<file path="config.mk">
export PLATFORM = sky130hd
export DESIGN_NAME = dpbram_pingpong_ctrl_flat
export DESIGN_NICKNAME = d
export VERILOG_FILES = /design/src/rtl/dpbram_pingpong_ctrl_pkg.sv /design/src/rtl/dpbram_pingpong_ctrl_if.sv /design/src/rtl/dpbram_pingpong_ctrl_skid_fifo.sv /design/src/rtl/dpbram_pingpong_ctrl.sv /design/src/flat_wrapper.sv
export SDC_FILE = /design/constraint.sdc
export NUM_CORES = 1
export LEC_CHECK = 0
export CORE_UTILIZATION = 40
export CTS_CLUSTER_DIAMETER = 200
export DETAILED_ROUTE_END_ITERATION = 8
export MAX_ROUTING_LAYER = met4
export PLACE_DENSITY = 0.77
export SYNTH_ARGS = -nofsm -noshare
export SYNTH_HDL_FRONTEND = slang
export SYNTH_SLANG_ARGS = --single-unit
</file>
<file path="constraint.sdc">
create_clock -name clk -period 3.2 [get_ports clk]
set_input_delay 0.64 -clock clk [delete_from_list [all_inputs] [get_ports clk]]
set_output_delay 0.64 -clock clk [all_outputs]
set_load 0.01 [all_outputs]
</file>
<file path="src/rtl/dpbram_pingpong_ctrl_pkg.sv">
// Shared definitions for the ping-pong BRAM controller: data width,
// return-FIFO entry layout and the bank address width helper.
package dpbram_pingpong_ctrl_pkg;

    localparam int DATA_W          = 8;
    localparam int DEFAULT_ADDR_BW = 8;

    // One entry of the read-return FIFO: frame-end marker plus the byte.
    typedef struct packed {
        logic              last;
        logic [DATA_W-1:0] data;
    } fifo_entry_t;

    // Width of the per-bank counter. The top address bit selects the bank.
    function automatic int bank_aw(input int addr_bw);
        return addr_bw - 1;
    endfunction

endpackage

</file>
<file path="src/rtl/dpbram_pingpong_ctrl_if.sv">
// Bundle of the ingress stream, egress stream and both BRAM ports of the
// ping-pong controller. The slave modport is the controller's view and the
// master modport is the environment's view (stream source/sink and BRAM).
interface dpbram_pingpong_ctrl_if
    import dpbram_pingpong_ctrl_pkg::*;
#(
    parameter int ADDR_BW = DEFAULT_ADDR_BW
);

    logic               i_s_valid;
    logic [DATA_W-1:0]  i_s_data;
    logic               o_s_ready;

    logic               o_m_valid;
    logic [DATA_W-1:0]  o_m_data;
    logic               o_m_last;
    logic               i_m_ready;

    logic               o_w_en_p0;
    logic [ADDR_BW-1:0] o_w_addr_p0;
    logic [DATA_W-1:0]  o_w_data_p0;
    logic               o_r_en_p0;
    logic [ADDR_BW-1:0] o_r_addr_p0;

    logic               o_w_en_p1;
    logic [ADDR_BW-1:0] o_w_addr_p1;
    logic [DATA_W-1:0]  o_w_data_p1;
    logic               o_r_en_p1;
    logic [ADDR_BW-1:0] o_r_addr_p1;
    logic [DATA_W-1:0]  i_r_data_p1;

    logic [1:0]         o_bank_full;

    modport slave (
        input  i_s_valid, i_s_data, i_m_ready, i_r_data_p1,
        output o_s_ready, o_m_valid, o_m_data, o_m_last,
               o_w_en_p0, o_w_addr_p0, o_w_data_p0, o_r_en_p0, o_r_addr_p0,
               o_w_en_p1, o_w_addr_p1, o_w_data_p1, o_r_en_p1, o_r_addr_p1,
               o_bank_full
    );

    modport master (
        output i_s_valid, i_s_data, i_m_ready, i_r_data_p1,
        input  o_s_ready, o_m_valid, o_m_data, o_m_last,
               o_w_en_p0, o_w_addr_p0, o_w_data_p0, o_r_en_p0, o_r_addr_p0,
               o_w_en_p1, o_w_addr_p1, o_w_data_p1, o_r_en_p1, o_r_addr_p1,
               o_bank_full
    );

endinterface

</file>
<file path="src/rtl/dpbram_pingpong_ctrl_skid_fifo.sv">
// Two-entry return FIFO that absorbs BRAM read data while the output stream
// is stalled. A push and a pop in the same cycle are allowed even when full.
module dpbram_skid_fifo
    import dpbram_pingpong_ctrl_pkg::*;
(
    input  logic        clk,
    input  logic        reset,
    input  logic        push,
    input  fifo_entry_t push_data,
    input  logic        pop,
    output fifo_entry_t head,
    output logic        valid,
    output logic [1:0]  occ
);

    fifo_entry_t mem [2];
    logic        wr_ptr;
    logic        rd_ptr;
    logic        do_push;
    logic        do_pop;

    assign do_pop  = pop & (occ != 2'd0);
    assign do_push = push & ((occ != 2'd2) | do_pop);
    assign valid   = (occ != 2'd0);
    assign head    = valid ? mem[rd_ptr] : '0;

    // Storage, pointers and occupancy update on push/pop.
    always_ff @(posedge clk) begin
        if (reset) begin
            mem[0] <= '0;
            mem[1] <= '0;
            wr_ptr <= 1'b0;
            rd_ptr <= 1'b0;
            occ    <= 2'd0;
        end else begin
            if (do_push) begin
                mem[wr_ptr] <= push_data;
                wr_ptr      <= ~wr_ptr;
            end
            if (do_pop) begin
                rd_ptr <= ~rd_ptr;
            end
            case ({do_push, do_pop})
                2'b10:   occ <= occ + 2'd1;
                2'b01:   occ <= occ - 2'd1;
                default: occ <= occ;
            endcase
        end
    end

endmodule

</file>
<file path="src/rtl/dpbram_pingpong_ctrl.sv">
// Frame-level ping-pong controller around a dual-port BRAM. Port 0 fills one
// bank from the input stream while port 1 drains the other, already-full
// bank into the output stream through a small return FIFO.
module dpbram_pingpong_ctrl
    import dpbram_pingpong_ctrl_pkg::*;
#(
    parameter int ADDR_BW   = DEFAULT_ADDR_BW,
    parameter int FRAME_LEN = 128
)
(
    input  logic                   clk,
    input  logic                   reset,
    dpbram_pingpong_ctrl_if.slave  bus
);

    localparam int              CNT_W    = bank_aw(ADDR_BW);
    localparam logic [CNT_W-1:0] LAST_CNT = CNT_W'(FRAME_LEN - 1);

    logic             wr_bank;
    logic             rd_bank;
    logic [CNT_W-1:0] wr_cnt;
    logic [CNT_W-1:0] rd_cnt;
    logic [1:0]       bank_full;
    logic [1:0]       set_full;
    logic [1:0]       clr_full;
    logic             inflight;
    logic             last_tag;

    logic             s_ready;
    logic             w_en;
    logic             wr_done;
    logic             pop;
    logic [2:0]       credit;
    logic             issue;
    logic             rd_done;

    logic [1:0]       occ;
    logic             fifo_valid;
    fifo_entry_t      head;
    fifo_entry_t      push_entry;

    // Writer side: accept while the current write bank is not yet full.
    assign s_ready = !bank_full[wr_bank];
    assign w_en    = bus.i_s_valid & s_ready;
    assign wr_done = w_en & (wr_cnt == LAST_CNT);

    // Reader side: only issue a read when the FIFO is guaranteed a free slot
    // for its data, counting the read already in flight and a pop this cycle.
    assign pop     = fifo_valid & bus.i_m_ready;
    assign credit  = {1'b0, occ} + {2'b00, inflight} - {2'b00, pop};
    assign issue   = bank_full[rd_bank] & (credit < 3'd2);
    assign rd_done = issue & (rd_cnt == LAST_CNT);

    // Per-bank full flag set/clear requests for this cycle.
    always_comb begin
        set_full = 2'b00;
        clr_full = 2'b00;
        if (wr_done) begin
            set_full[wr_bank] = 1'b1;
        end
        if (rd_done) begin
            clr_full[rd_bank] = 1'b1;
        end
    end

    // Write pointer: walk the bank, then hand it over and switch banks.
    always_ff @(posedge clk) begin
        if (reset) begin
            wr_bank <= 1'b0;
            wr_cnt  <= '0;
        end else if (w_en) begin
            if (wr_done) begin
                wr_cnt  <= '0;
                wr_bank <= ~wr_bank;
            end else begin
                wr_cnt <= wr_cnt + 1'b1;
            end
        end
    end

    // Read pointer and in-flight tracking; the bank is released on the edge
    // that samples its last address, since that read has already happened.
    always_ff @(posedge clk) begin
        if (reset) begin
            rd_bank  <= 1'b0;
            rd_cnt   <= '0;
            inflight <= 1'b0;
            last_tag <= 1'b0;
        end else begin
            inflight <= issue;
            if (issue) begin
                last_tag <= rd_done;
                if (rd_done) begin
                    rd_cnt  <= '0;
                    rd_bank <= ~rd_bank;
                end else begin
                    rd_cnt <= rd_cnt + 1'b1;
                end
            end
        end
    end

    // Full flags: writer and reader always target different banks here.
    always_ff @(posedge clk) begin
        if (reset) begin
            bank_full <= 2'b00;
        end else begin
            bank_full <= (bank_full | set_full) & ~clr_full;
        end
    end

    assign push_entry = '{last: last_tag, data: bus.i_r_data_p1};

    dpbram_skid_fifo u_fifo (
        .clk       (clk),
        .reset     (reset),
        .push      (inflight),
        .push_data (push_entry),
        .pop       (pop),
        .head      (head),
        .valid     (fifo_valid),
        .occ       (occ)
    );

    assign bus.o_s_ready   = s_ready;
    assign bus.o_m_valid   = fifo_valid;
    assign bus.o_m_data    = head.data;
    assign bus.o_m_last    = head.last;

    assign bus.o_w_en_p0   = w_en;
    assign bus.o_w_addr_p0 = {wr_bank, wr_cnt};
    assign bus.o_w_data_p0 = bus.i_s_data;
    assign bus.o_r_en_p0   = 1'b0;
    assign bus.o_r_addr_p0 = '0;

    assign bus.o_w_en_p1   = 1'b0;
    assign bus.o_w_addr_p1 = '0;
    assign bus.o_w_data_p1 = '0;
    assign bus.o_r_en_p1   = issue;
    assign bus.o_r_addr_p1 = {rd_bank, rd_cnt};

    assign bus.o_bank_full = bank_full;

endmodule

</file>
<file path="src/flat_wrapper.sv">
// flat-port wrapper written by rule: the top's interface ports become plain ports
module dpbram_pingpong_ctrl_flat import dpbram_pingpong_ctrl_pkg::*;
#(
    parameter int ADDR_BW   = DEFAULT_ADDR_BW,
    parameter int FRAME_LEN = 128
)
  (clk, reset, bus_i_s_valid, bus_i_s_data, bus_i_m_ready, bus_i_r_data_p1, bus_o_s_ready, bus_o_m_valid, bus_o_m_data, bus_o_m_last, bus_o_w_en_p0, bus_o_w_addr_p0, bus_o_w_data_p0, bus_o_r_en_p0, bus_o_r_addr_p0, bus_o_w_en_p1, bus_o_w_addr_p1, bus_o_w_data_p1, bus_o_r_en_p1, bus_o_r_addr_p1, bus_o_bank_full);
  dpbram_pingpong_ctrl_if #(.ADDR_BW(ADDR_BW)) bus_i ();
  input  logic clk;
  input  logic reset;
  input wire logic [$bits(bus_i.i_s_valid)-1:0] bus_i_s_valid;
  input wire logic [$bits(bus_i.i_s_data)-1:0] bus_i_s_data;
  input wire logic [$bits(bus_i.i_m_ready)-1:0] bus_i_m_ready;
  input wire logic [$bits(bus_i.i_r_data_p1)-1:0] bus_i_r_data_p1;
  output wire logic [$bits(bus_i.o_s_ready)-1:0] bus_o_s_ready;
  output wire logic [$bits(bus_i.o_m_valid)-1:0] bus_o_m_valid;
  output wire logic [$bits(bus_i.o_m_data)-1:0] bus_o_m_data;
  output wire logic [$bits(bus_i.o_m_last)-1:0] bus_o_m_last;
  output wire logic [$bits(bus_i.o_w_en_p0)-1:0] bus_o_w_en_p0;
  output wire logic [$bits(bus_i.o_w_addr_p0)-1:0] bus_o_w_addr_p0;
  output wire logic [$bits(bus_i.o_w_data_p0)-1:0] bus_o_w_data_p0;
  output wire logic [$bits(bus_i.o_r_en_p0)-1:0] bus_o_r_en_p0;
  output wire logic [$bits(bus_i.o_r_addr_p0)-1:0] bus_o_r_addr_p0;
  output wire logic [$bits(bus_i.o_w_en_p1)-1:0] bus_o_w_en_p1;
  output wire logic [$bits(bus_i.o_w_addr_p1)-1:0] bus_o_w_addr_p1;
  output wire logic [$bits(bus_i.o_w_data_p1)-1:0] bus_o_w_data_p1;
  output wire logic [$bits(bus_i.o_r_en_p1)-1:0] bus_o_r_en_p1;
  output wire logic [$bits(bus_i.o_r_addr_p1)-1:0] bus_o_r_addr_p1;
  output wire logic [$bits(bus_i.o_bank_full)-1:0] bus_o_bank_full;
  assign bus_i.i_s_valid = bus_i_s_valid;
  assign bus_i.i_s_data = bus_i_s_data;
  assign bus_i.i_m_ready = bus_i_m_ready;
  assign bus_i.i_r_data_p1 = bus_i_r_data_p1;
  assign bus_o_s_ready = bus_i.o_s_ready;
  assign bus_o_m_valid = bus_i.o_m_valid;
  assign bus_o_m_data = bus_i.o_m_data;
  assign bus_o_m_last = bus_i.o_m_last;
  assign bus_o_w_en_p0 = bus_i.o_w_en_p0;
  assign bus_o_w_addr_p0 = bus_i.o_w_addr_p0;
  assign bus_o_w_data_p0 = bus_i.o_w_data_p0;
  assign bus_o_r_en_p0 = bus_i.o_r_en_p0;
  assign bus_o_r_addr_p0 = bus_i.o_r_addr_p0;
  assign bus_o_w_en_p1 = bus_i.o_w_en_p1;
  assign bus_o_w_addr_p1 = bus_i.o_w_addr_p1;
  assign bus_o_w_data_p1 = bus_i.o_w_data_p1;
  assign bus_o_r_en_p1 = bus_i.o_r_en_p1;
  assign bus_o_r_addr_p1 = bus_i.o_r_addr_p1;
  assign bus_o_bank_full = bus_i.o_bank_full;
  dpbram_pingpong_ctrl #(.ADDR_BW(ADDR_BW), .FRAME_LEN(FRAME_LEN)) u_core (.clk(clk), .reset(reset), .bus(bus_i));
endmodule
</file>
### Word-level counts from Yosys, hierarchy flattened

Memories as Yosys holds them, arrays and structs flattened. A register that Yosys moved wholly into a read port is not among the register bits.
Index checks and enable logic that the tools add are counted.

| word-level totals | value |
|---|---|
| word-level logic and storage cells | 74 |
| input bits | 20 |
| output and inout bits | 65 |
| register bits after elaboration | 24 |
| memories kept | 1 |
| bits in writable memories | 18 |

| cells by class | value |
|---|---|
| $add $sub $neg | 6 |
| reduce and logical (&&, ||, !) cells | 8 |
| equality and inequality tests | 5 |
| magnitude comparators | 5 |
| muxes and demuxes | 24 |
| bitwise logic cells | 15 |

Memory list:

| name | depth | width | read ports | clocked after Yosys merged registers in | write ports | RTL line | text |
|---|---|---|---|---|---|---|---|
| u_core.u_fifo.mem | 2 | 9 | 1 | 1 | 2 | dpbram_pingpong_ctrl_skid_fifo.sv:16 | `fifo_entry_t mem [2];` |

Operator list:

| operator | number |
|---|---|
| two-way mux 9 bit | 2 |
| two-way mux 1 bit | 15 |
| adder 7 x 1 -> 7 bit, second input constant | 2 |
| == test 7 bit, second input constant | 2 |
| two-way mux 7 bit | 2 |
| OR reduction 9 bit | 1 |
| bitwise AND 1 bit | 7 |
| < comparator 1 x 2 -> 1 bit, second input constant | 2 |
| two-way mux 2 bit | 2 |
| inverter 1 bit | 4 |
| case mux 2 bit (2 select lines) | 1 |
| AND reduction 2 bit | 2 |
| nonzero test 2 bit | 2 |
| adder 2 x 1 -> 3 bit | 1 |
| < comparator 3 x 2 -> 1 bit, second input constant | 1 |
| subtractor 3 x 1 -> 3 bit | 1 |
| adder 2 x 1 -> 2 bit, second input constant | 1 |
| bitwise AND 2 bit | 1 |
| demux 1 bit (select 1 bit) | 2 |
| == test 2 x 1 -> 1 bit, second input constant | 1 |
| == test 2 bit, second input constant | 1 |
| greater-or-equal comparator 1 bit, second input constant | 2 |
| logical AND 1 bit | 2 |
| inequality test 2 bit, second input constant | 1 |
| other kinds (5) | 5 |

### Depth between registers and ports, before layout

| depth | value |
|---|---|
| word-level depth | 10 |
| depth in mapped cells | 11 |
| depth with buffers taken out | 9 |

### Modules after synthesis

A second synthesis with hierarchy kept.

| second synthesis, totals | value |
|---|---|
| cells, all modules | 229 |
| area, all modules | 2306.0 sq um |

By module, submodules not included:

| module | seq. area each (sq um) | cells each | area an instance (sq um) | times used |
|---|---|---|---|---|
| dpbram_pingpong_ctrl | 400.4 | 146 | 1251.2 | 1 |
| dpbram_skid_fifo | 640.6 | 83 | 1054.8 | 1 |

### Worst setup path after synthesis

No wires, ideal clock.

| path | value |
|---|---|
| path kind | input -> output |
| from | input port bus_i_m_ready |
| to | output port bus_o_r_en_p1 |
| data arrival time | 2454 ps |
| required time | 2560 ps |
| setup slack | 106 ps |
| stages on the path | 8 |
| buffers on the path | 1 |
| cells stage by stage | nor2b_1 ha_1 nand2b_1 fa_1 xor2_1 or3b_1 buf_6 inv_1 |

| between the ends | value |
|---|---|
| cells in the longest elaborated chain, start to end | 4 |

RTL lines:

| item | RTL line | text |
|---|---|---|
| from (decl) | flat_wrapper.sv:13 | `input wire logic [$bits(bus_i.i_m_ready)-1:0] bus_i_m_ready;` |
| bitwise AND 1 bit | dpbram_pingpong_ctrl.sv:49 | `assign pop = fifo_valid & bus.i_m_ready;` |
| subtractor 3 x 1 -> 3 bit | dpbram_pingpong_ctrl.sv:50 | `assign credit = {1'b0, occ} + {2'b00, inflight} - {2'b00, pop};` |
| < comparator 3 x 2 -> 1 bit | dpbram_pingpong_ctrl.sv:51 | `assign issue = bank_full[rd_bank] & (credit < 3'd2);` |
| bitwise AND 1 bit | dpbram_pingpong_ctrl.sv:51 |  |
| to (decl) | flat_wrapper.sv:27 | `output wire logic [$bits(bus_i.o_r_en_p1)-1:0] bus_o_r_en_p1;` |

No other way between the ends.

### Worst setup path in the final report

Ends and elaborated chain as after synthesis.

==> run summary <==
The detailed-router iteration count before antenna repair came out at 5. The worst setup path is launched from a primary input. The number of max-cap violations came out at 0. The detailed-route via count is 1622. The critical path goes through dlygate4sd2_1 > nor2b_4 > buf_4 > ha_2 > fa_2 > or3b_4 > inv_1 > buf_2. The final setup skew is 0.0102 ns.

The total clock buffers created by CTS is 5. The hold violation count in the final report is 0. The final RePlAce weighted congestion is 0.804.

The floorplan has 27 rows. In this run the power density over the cells is 357 nW/µm². The final layout contains routed wiring with a total length of 3990 µm. The synthesis-to-layout area growth came out at 22.5%. The static power due to leakage is 1.03 nW.

The number of filler cells placed in the layout is 511. By area, the combinational part of the netlist is dominated by simple AND/OR/NAND/NOR gates. The synthesized netlist devotes 3.08% of its cell area to adder and majority cells. The final critical path takes up 98.1% of the cycle.

The max-slew violation count is 0. The first routing iteration left 40 violations. After detailed routing, the number of remaining DRC violations is 0. Grouping stages by cell kind, the critical path spends the most delay in adder cells. The kind of capture point of the worst setup path is an output pin. The startpoint-to-endpoint class of the critical path is in2out. Based on the critical path, the design can be clocked at up to 319 MHz. The die outline height is 77.4 µm. The portion of total power attributed to sequential cells came out at 58.6%. Clock-pin slew was measured on the worst setup and hold paths at 0.09 ns. The clock reaches the later pin of the worst-skew pair after 0.29 ns.

Once detailed placement completed, the half-perimeter wirelength came to 2730 µm. Setup slack on the critical path of the routed design comes to 0.0620 ns. The maximum number of pins on one net before global-route repair came out at 25. The width of the chip came out at 77.4 µm. Summing the areas of all xor and xnor instances in the mapped netlist gives 4.63% of the synthesized area.

The worst path required time came out at 2.56 ns. The CTS tree is done. The buffers plus inverters on the worst setup path is 4. For the pin with the worst max-slew slack, the measured transition is 1.01 ns. The global-route wire length before repair is 6380 µm.

The setup TNS came out at 0 ns. The area of the placeable core came out at 5510 µm². The maximum level of the CTS H-tree is 2. The flow ran to the end, and the final reports show no timing, DRC or antenna violations. The routed via count divided by cell count came out at 4.65. The worst setup slack before clock tree synthesis came out at -0.696 ns. The maximum VDD drop is 0.000213 V. STA puts the critical path data arrival time at 2.50 ns. The min-delay analysis places its worst path in the category reg2reg. 85 I/O pins were placed. The wire length per cell came out at 11.4 µm. The multiplexer share of the synthesized area came out at 6.22%. The warning count from the yosys run is 0. The total design power is 0.994 mW. The switching portion of total power is 23.6%.

The total standard cell area after synthesis is 2270 µm². Once layout is complete, the utilization of the core stands at 50.6%. The number of antenna violations at the first check in global routing is 0. The delay contributed by the slowest stage of the critical path is 0.57 ns. The netlist uses 39 different library cells. The residual overflow from global routing came out at 0. The antenna diode count came out at 0.

The internal power of the cells came out at 0.759 mW. The synthesized netlist devotes 6.28% of its cell area to compound gates. The setup violation total in the final timing report is 0. For this run, the total global-route usage over all layers was measured as 13.7%. Summing the sequential cell areas from Yosys gives 45.8% of the chip area. The average cell area after synthesis is 9.75 µm².

The number of nets in the layout came out at 301. The detail route stage leaves a number of antenna-violating nets equal to 0. The count of clock tree sinks is 43. The clock share of power is 35.4%. In this run, post-CTS hold repair placed 0 buffers. The routed design could run at a clock period as short as 3.14 ns.

In this run the worst path has a maximum fanout of 2. The number of global-route vias before repair came to 1385. Counting flops and latches in the post-synthesis netlist gives 43. The worst hold slack is 0.505 ns. The synthesized netlist devotes 18.7% of its cell area to simple gates. The clock passes through at most 2 buffers. The part of the power in combinational logic came out at 6.0%. During placement, the flow inserted port buffers numbering 42.

The initial standard-cell utilization of the core is 41.3%. On the critical path, the stage with the largest delay is an instance of sky130_fd_sc_hd__fa_2. The share of cells above drive strength 1 is 10.5%.

The number of standard cells after synthesis came out at 233. The remaining max-slew budget at the tightest pin came out at 32.7%. The tree is rooted in a sky130_fd_sc_hd__clkbuf_8. The total die area came out at 5990 µm². The net switching power of the design is 0.235 mW.
stage by stage:
stage               instance area [µm²]  std cells
finish                             2780        349
global route                       2780        349
CTS                                2760        348
floorplan                          2370        258
global placement                   2650        340
detailed placement                 2650        340
kinds of logic (layout without fill, tap and decap cells):
group           count (synthesis)  after routing
buf+inv                        53             72
compound gates                 23             23
mux                            14             14
other cells                     1             26
fa+ha+maj                       5              5
flops                          43             43
simple gates                   82             82
xor+xnor                       12             12
state kept, by name (all words and copies together), names as in the netlist, named ones only:
name / cells
u_core.bus.o_bank_full: 2
u_core.inflight: 1
u_core.last_tag: 1
u_core.rd_bank: 1
u_core.rd_cnt: 7
u_core.u_fifo.mem: 18
u_core.u_fifo.occ: 2
u_core.u_fifo.rd_ptr: 1
u_core.u_fifo.wr_ptr: 1
u_core.wr_bank: 1
u_core.wr_cnt: 7
routing by layer:
metal  vias to the layer above  global-route usage [%]  part of all wire, %
li1                        818                       -                    -
met1                       728                    17.5                   45
met2                        68                    21.9                   48
met3                         8                    3.06                  6.3
met4                         0                    3.58                  1.2
met5                         -                       -                    0
Yosys cell counts, drive strengths merged:
cell type / instances / area (µm²)
or3b: 1 / 8.76
a211oi: 2 / 15.0
and4: 1 / 8.76
mux2i: 13 / 130
mux2: 1 / 11.3
clkbuf: 5 / 18.8
or2: 2 / 12.5
nor4: 3 / 18.8
nand3: 5 / 25.0
o21ai: 5 / 25.0
fa: 1 / 20.0
nor2b: 1 / 6.26
nand2: 8 / 30.0
and2: 19 / 119
or3: 3 / 18.8
a21oi: 8 / 40.0
nand3b: 1 / 7.51
buf: 38 / 287
a221oi: 1 / 8.76
xnor2: 9 / 78.8
inv: 10 / 37.5
a211o: 1 / 8.76
nand4: 4 / 25.0
o2111ai: 1 / 8.76
dfxtp: 25 / 500
conb: 1 / 3.75
o31ai: 4 / 30.0
nor3: 6 / 30.0
xor2: 3 / 26.3
nand2b: 1 / 6.26
a31oi: 1 / 6.26
nor3b: 1 / 7.51
nor2: 25 / 93.8
edfxtp: 18 / 541
or4: 1 / 7.51
ha: 4 / 50.1
worst reg2reg max path, stage by stage (launching register included):
cell	delay, ns
sky130_fd_sc_hd__dfxtp_1	0.32
sky130_fd_sc_hd__nor2_1	0.24
sky130_fd_sc_hd__nor2b_4	0.08
sky130_fd_sc_hd__buf_4	0.15
sky130_fd_sc_hd__ha_2	0.19
sky130_fd_sc_hd__fa_2	0.57
sky130_fd_sc_hd__or3b_4	0.39
sky130_fd_sc_hd__buf_4	0.17
sky130_fd_sc_hd__or4_1	0.50
sky130_fd_sc_hd__a21oi_1	0.16
power groups by stage:
| stage | clock network [mW] | registers, mW | logic, mW |
|---|---|---|---|
| finish | 0.352 | 0.583 | 0.0594 |
| global placement | 0 | 0.595 | 0.0590 |
| detailed placement | 0 | 0.596 | 0.0590 |
| CTS | 0.356 | 0.583 | 0.0593 |
| global route | 0.385 | 0.584 | 0.0653 |
| floorplan | 0 | 0.596 | 0.0648 |
final cells by class:
type | count | area [µm²] | area share (%)
Sequential cell | 43 | 1040 | 37.4
Clock inverter | 3 | 25.0 | 0.899
Timing Repair Buffer | 54 | 504 | 18.1
Tap cell | 72 | 90.1 | 3.24
Inverter | 10 | 37.5 | 1.35
Clock buffer | 5 | 68.8 | 2.47
Multi-Input combinational cell | 162 | 1020 | 36.5
layout by cell type (no fill, tap or decap), types with 2 or more instances in the layout:
| master | count |
|---|---|
| sky130_fd_sc_hd__clkdlybuf4s50_1 | 40 |
| sky130_fd_sc_hd__conb_1 | 26 |
| sky130_fd_sc_hd__nor2_1 | 25 |
| sky130_fd_sc_hd__dfxtp_1 | 25 |
| sky130_fd_sc_hd__and2_1 | 19 |
| sky130_fd_sc_hd__edfxtp_1 | 18 |
| sky130_fd_sc_hd__mux2i_1 | 13 |
| sky130_fd_sc_hd__buf_4 | 12 |
| sky130_fd_sc_hd__inv_1 | 10 |
| sky130_fd_sc_hd__xnor2_1 | 9 |
| sky130_fd_sc_hd__nand2_1 | 8 |
| sky130_fd_sc_hd__a21oi_1 | 8 |
| sky130_fd_sc_hd__nor3_1 | 6 |
| sky130_fd_sc_hd__o21ai_0 | 5 |
| sky130_fd_sc_hd__nand3_1 | 5 |
| sky130_fd_sc_hd__clkbuf_8 | 5 |
| sky130_fd_sc_hd__o31ai_1 | 4 |
| sky130_fd_sc_hd__nand4_1 | 4 |
| sky130_fd_sc_hd__xor2_1 | 3 |
| sky130_fd_sc_hd__or3_1 | 3 |
| sky130_fd_sc_hd__nor4_1 | 3 |
| sky130_fd_sc_hd__a211oi_1 | 2 |
| sky130_fd_sc_hd__ha_1 | 2 |
| sky130_fd_sc_hd__clkinv_4 | 2 |
final timing paths:
check,cells past startpoint,from,slack (ns),end
max,8,bus_i_m_ready,0.06,bus_o_r_en_p1
min,2,u_core.wr_cnt[1]$_SDFFE_PP0P_,0.50,u_core.wr_cnt[1]$_SDFFE_PP0P_
max reg2reg,9,u_core.u_fifo.occ[1]$_SDFFE_PP0P_,0.36,u_core.rd_cnt[6]$_SDFFE_PP0P_
min reg2reg,2,u_core.wr_cnt[1]$_SDFFE_PP0P_,0.50,u_core.wr_cnt[1]$_SDFFE_PP0P_
what timing repair did:
item / CTS / global route
endpoints found under the hold margin: 0 / 0
gates resized for setup: 10 / 2
pin swaps: 1 / 3
setup buffers: 0 / 1
endpoints found under the setup margin: 2 / 1
Note: power is estimated with default switching activity, not from simulation.
==> RTL edit: new RTL, same settings <==
Reset style: asynchronous (`reset`), changed in 4 clocked blocks.
--- a/src/rtl/dpbram_pingpong_ctrl_skid_fifo.sv
+++ b/src/rtl/dpbram_pingpong_ctrl_skid_fifo.sv
@@ -25,7 +25,7 @@
     assign head    = valid ? mem[rd_ptr] : '0;
 
     // Storage, pointers and occupancy update on push/pop.
-    always_ff @(posedge clk) begin
+    always_ff @(posedge clk or posedge reset) begin
         if (reset) begin
             mem[0] <= '0;
             mem[1] <= '0;
--- a/src/rtl/dpbram_pingpong_ctrl.sv
+++ b/src/rtl/dpbram_pingpong_ctrl.sv
@@ -64,7 +64,7 @@
     end
 
     // Write pointer: walk the bank, then hand it over and switch banks.
-    always_ff @(posedge clk) begin
+    always_ff @(posedge clk or posedge reset) begin
         if (reset) begin
             wr_bank <= 1'b0;
             wr_cnt  <= '0;
@@ -80,7 +80,7 @@
 
     // Read pointer and in-flight tracking; the bank is released on the edge
     // that samples its last address, since that read has already happened.
-    always_ff @(posedge clk) begin
+    always_ff @(posedge clk or posedge reset) begin
         if (reset) begin
             rd_bank  <= 1'b0;
             rd_cnt   <= '0;
@@ -101,7 +101,7 @@
     end
 
     // Full flags: writer and reader always target different banks here.
-    always_ff @(posedge clk) begin
+    always_ff @(posedge clk or posedge reset) begin
         if (reset) begin
             bank_full <= 2'b00;
         end else begin
Check against the original RTL: differs if reset is asserted again (counterexample within 4 cycles, from zero or initial values and one cycle with reset high); with reset held inactive, the same outputs for 10 cycles.
==> RTL edit against the unedited design <==
  * Clock skew increased by 0.76 ps
  * Via count decreased by 13%
  * Cell area decreased by 0.90%
  * First-iteration DRC count increased by 35%
  * Die area decreased by 0.49%
  * Critical endpoint unchanged
  * Worst setup slack improved by 130 ps
  * Synthesized area decreased by 0.50%
  * Synthesized cell count decreased by 15%
  * Sequential cell count decreased by 1
  * Maximum frequency increased by 4.3%
  * Routed wire length decreased by 6.0%
Power is not compared: it rests on default switching activity, and its combinational part moved more than twofold at a synthesized area within 25%.
==> RTL edit: results (changes against the unedited design) <==
Status
The run finished with clean final reports.

Global routing
The initial antenna violation count is 0 (unchanged). The combined global-route utilization of all metal layers is 0.141 (+0.00417). The fraction of met1 tracks used by global routing is 0.166 (-0.00870). The pin count of the biggest net entering global routing is 31 (+24%). The routing usage on met3 is 0.0274 (-0.00321).

The via count of the first global-routing pass is 1380 (-0.36%). The first-pass GRT wire length is 6.35 mm (-0.44%). The met2 track demand over resource in global routing came to 0.229 (+0.0106).

Final layout
In the final layout, the registers with the most flip-flops are u_core.u_fifo.mem (18), u_core.rd_cnt (7), u_core.wr_cnt (7). The antenna cell count is 0 (unchanged). The count of nets after finishing was 265 (-12%). The fraction of layout instances using a drive strength above 1 is 0.178 (+0.0737).

Critical path
The critical path arrival is 2370 ps (-130 ps). The highest cell delay on the worst timing path was 390 ps (-180 ps). The library cell contributing the largest single delay on the critical path is sky130_fd_sc_hd__fa_2. The dominant delay contributor by cell family on the critical path is simple AND/OR/NAND/NOR gates. The biggest fanout along the worst timing path was 2 (unchanged). The setup slack of the worst register-to-register path is 540 ps (+180 ps).

Drt
The remaining antenna violation count after routing was 0 (unchanged). The DRC violation total after the first TritonRoute iteration is 54 (+35%). The count of TritonRoute iterations in the first routing pass is 4 (-1). The average vias per placed instance is 4.52 (-2.8%).

The wire length after detailed routing is 3.75 mm (-6.0%).

Synth
The number of enable-type register cells in the synthesized netlist is 0 (-18). The count of cell types in the netlist is 33 (-15%). The share of flip-flops with an asynchronous set or reset after synthesis is 1.00 (+1.00).

The sequential cell area fraction in the yosys report is 0.465 (+0.00671). After synthesis, the cell types taking the most area are sky130_fd_sc_hd__dfrtp_1 46%, sky130_fd_sc_hd__buf_4 12%, sky130_fd_sc_hd__mux2_2 9.5%, sky130_fd_sc_hd__mux2i_1 4.9%, sky130_fd_sc_hd__xnor2_1 4.3%. The count of warnings emitted by yosys came to 0 (unchanged).

The flip-flop cell with the highest count after synthesis is sky130_fd_sc_hd__dfrtp_1. Sorting the synthesized cells by how often they occur yields 42 x sky130_fd_sc_hd__dfrtp_1, 36 x sky130_fd_sc_hd__buf_4, 19 x sky130_fd_sc_hd__mux2_2.

CTS
The insertion delay to the later sink of the worst-skew pair is 290 ps (about the same). The number of CTS-inserted buffers is 5 (unchanged). The maximum clock path buffer count was 2 (unchanged). The master cell of the clock root buffer is sky130_fd_sc_hd__clkbuf_8. Clock-pin slew was measured on the worst setup and hold paths at 80 ps. The H-tree depth is 2 (unchanged).

Placement
The cell area after placement came to 2630 um^2 (-1.0%). The HPWL after detailed placement is 2.65 mm (-3.2%). The count of buffers from port buffering is 42 (unchanged). The last weighted congestion value of the routability-driven placer is 0.722 (-10%).

Worst hold path
The worst min-delay path class is reg -> reg.

Power
The maximum VDD drop is 0.000247 V. Of the total power, the share spent switching nets is 0.314. For this design the static power due to leakage is 1.32 nW.

Timing
The worst-case clock skew was 10.9 ps (+0.760 ps). The transition time at the pin with the least slew margin is 1030 ps (+21.1 ps).
RTL edit: cell families after synthesis:
family,count (synthesis),synth area share
compound gates,11,0.0432
xor+xnor,17,0.0659
fa+ha+maj,5,0.0310
buf+inv,49,0.146
flops,42,0.465
mux,30,0.143
other cells,1,0.00166
simple gates,44,0.105
RTL edit: through the flow:
stage | util | hold WS, ps | setup slack (ps) | instances
floorplan | - | 450 | 384 | 224
global placement | 0.480 | 468 | -458 | 305
detailed placement | 0.480 | 472 | -485 | 305
CTS | 0.502 | 495 | 3.90 | 313
global route | 0.504 | 508 | 98.0 | 313
finish | 0.504 | 489 | 191 | 313
RTL edit: final timing paths:
path | start | to | cells after the start
min reg2reg | u_core.wr_cnt[6]$_DFFE_PP0P_ | u_core.wr_cnt[6]$_DFFE_PP0P_ | 1
min in group asynchronous | reset | u_core.u_fifo.mem[3]$_DFFE_PP0P_ | 2
max in group asynchronous | reset | u_core.rd_cnt[5]$_DFFE_PP0P_ | 3
max | u_core.u_fifo.occ[0]$_DFFE_PP0P_ | bus_o_r_en_p1 | 8
max reg2reg | u_core.u_fifo.occ[0]$_DFFE_PP0P_ | u_core.rd_cnt[0]$_DFFE_PP0P_ | 10
min | u_core.wr_cnt[6]$_DFFE_PP0P_ | u_core.wr_cnt[6]$_DFFE_PP0P_ | 1
RTL edit: what timing repair did:
| item | CTS | global route |
|---|---|---|
| resized for setup | 8 | 2 |
| buffers inserted | 0 | 0 |
| pin swaps | 1 | 1 |
| setup endpoints to repair | 1 | 1 |
| hold buffers | 0 | 0 |
RTL edit: power by group through the flow:
stage,clock [mW],combinational (mW),sequential (mW)
floorplan,0,0.356,0.662
global placement,0,0.549,0.680
detailed placement,0,0.557,0.685
CTS,0.427,0.585,0.674
global route,0.443,0.640,0.688
finish,0.413,0.586,0.673
RTL edit: layer usage:
metal | wire length (um) | up-vias
met2 | 1780 | 44
li1 | - | 678
met1 | 1680 | 681
met5 | 0 | -
met4 | 74 | 0
met3 | 218 | 11
RTL edit: cell type report:
| cell class | instances | area (um^2) |
|---|---|---|
| timing repair buffer | 50 | 478 |
| fill | 511 | 2710 |
| inverter | 8 | 30.0 |
| multi-input combinational | 133 | 1000 |
| tap | 72 | 90.1 |
| clock buffer | 6 | 72.6 |
| clock inverter | 2 | 37.5 |
| sequential | 42 | 1050 |
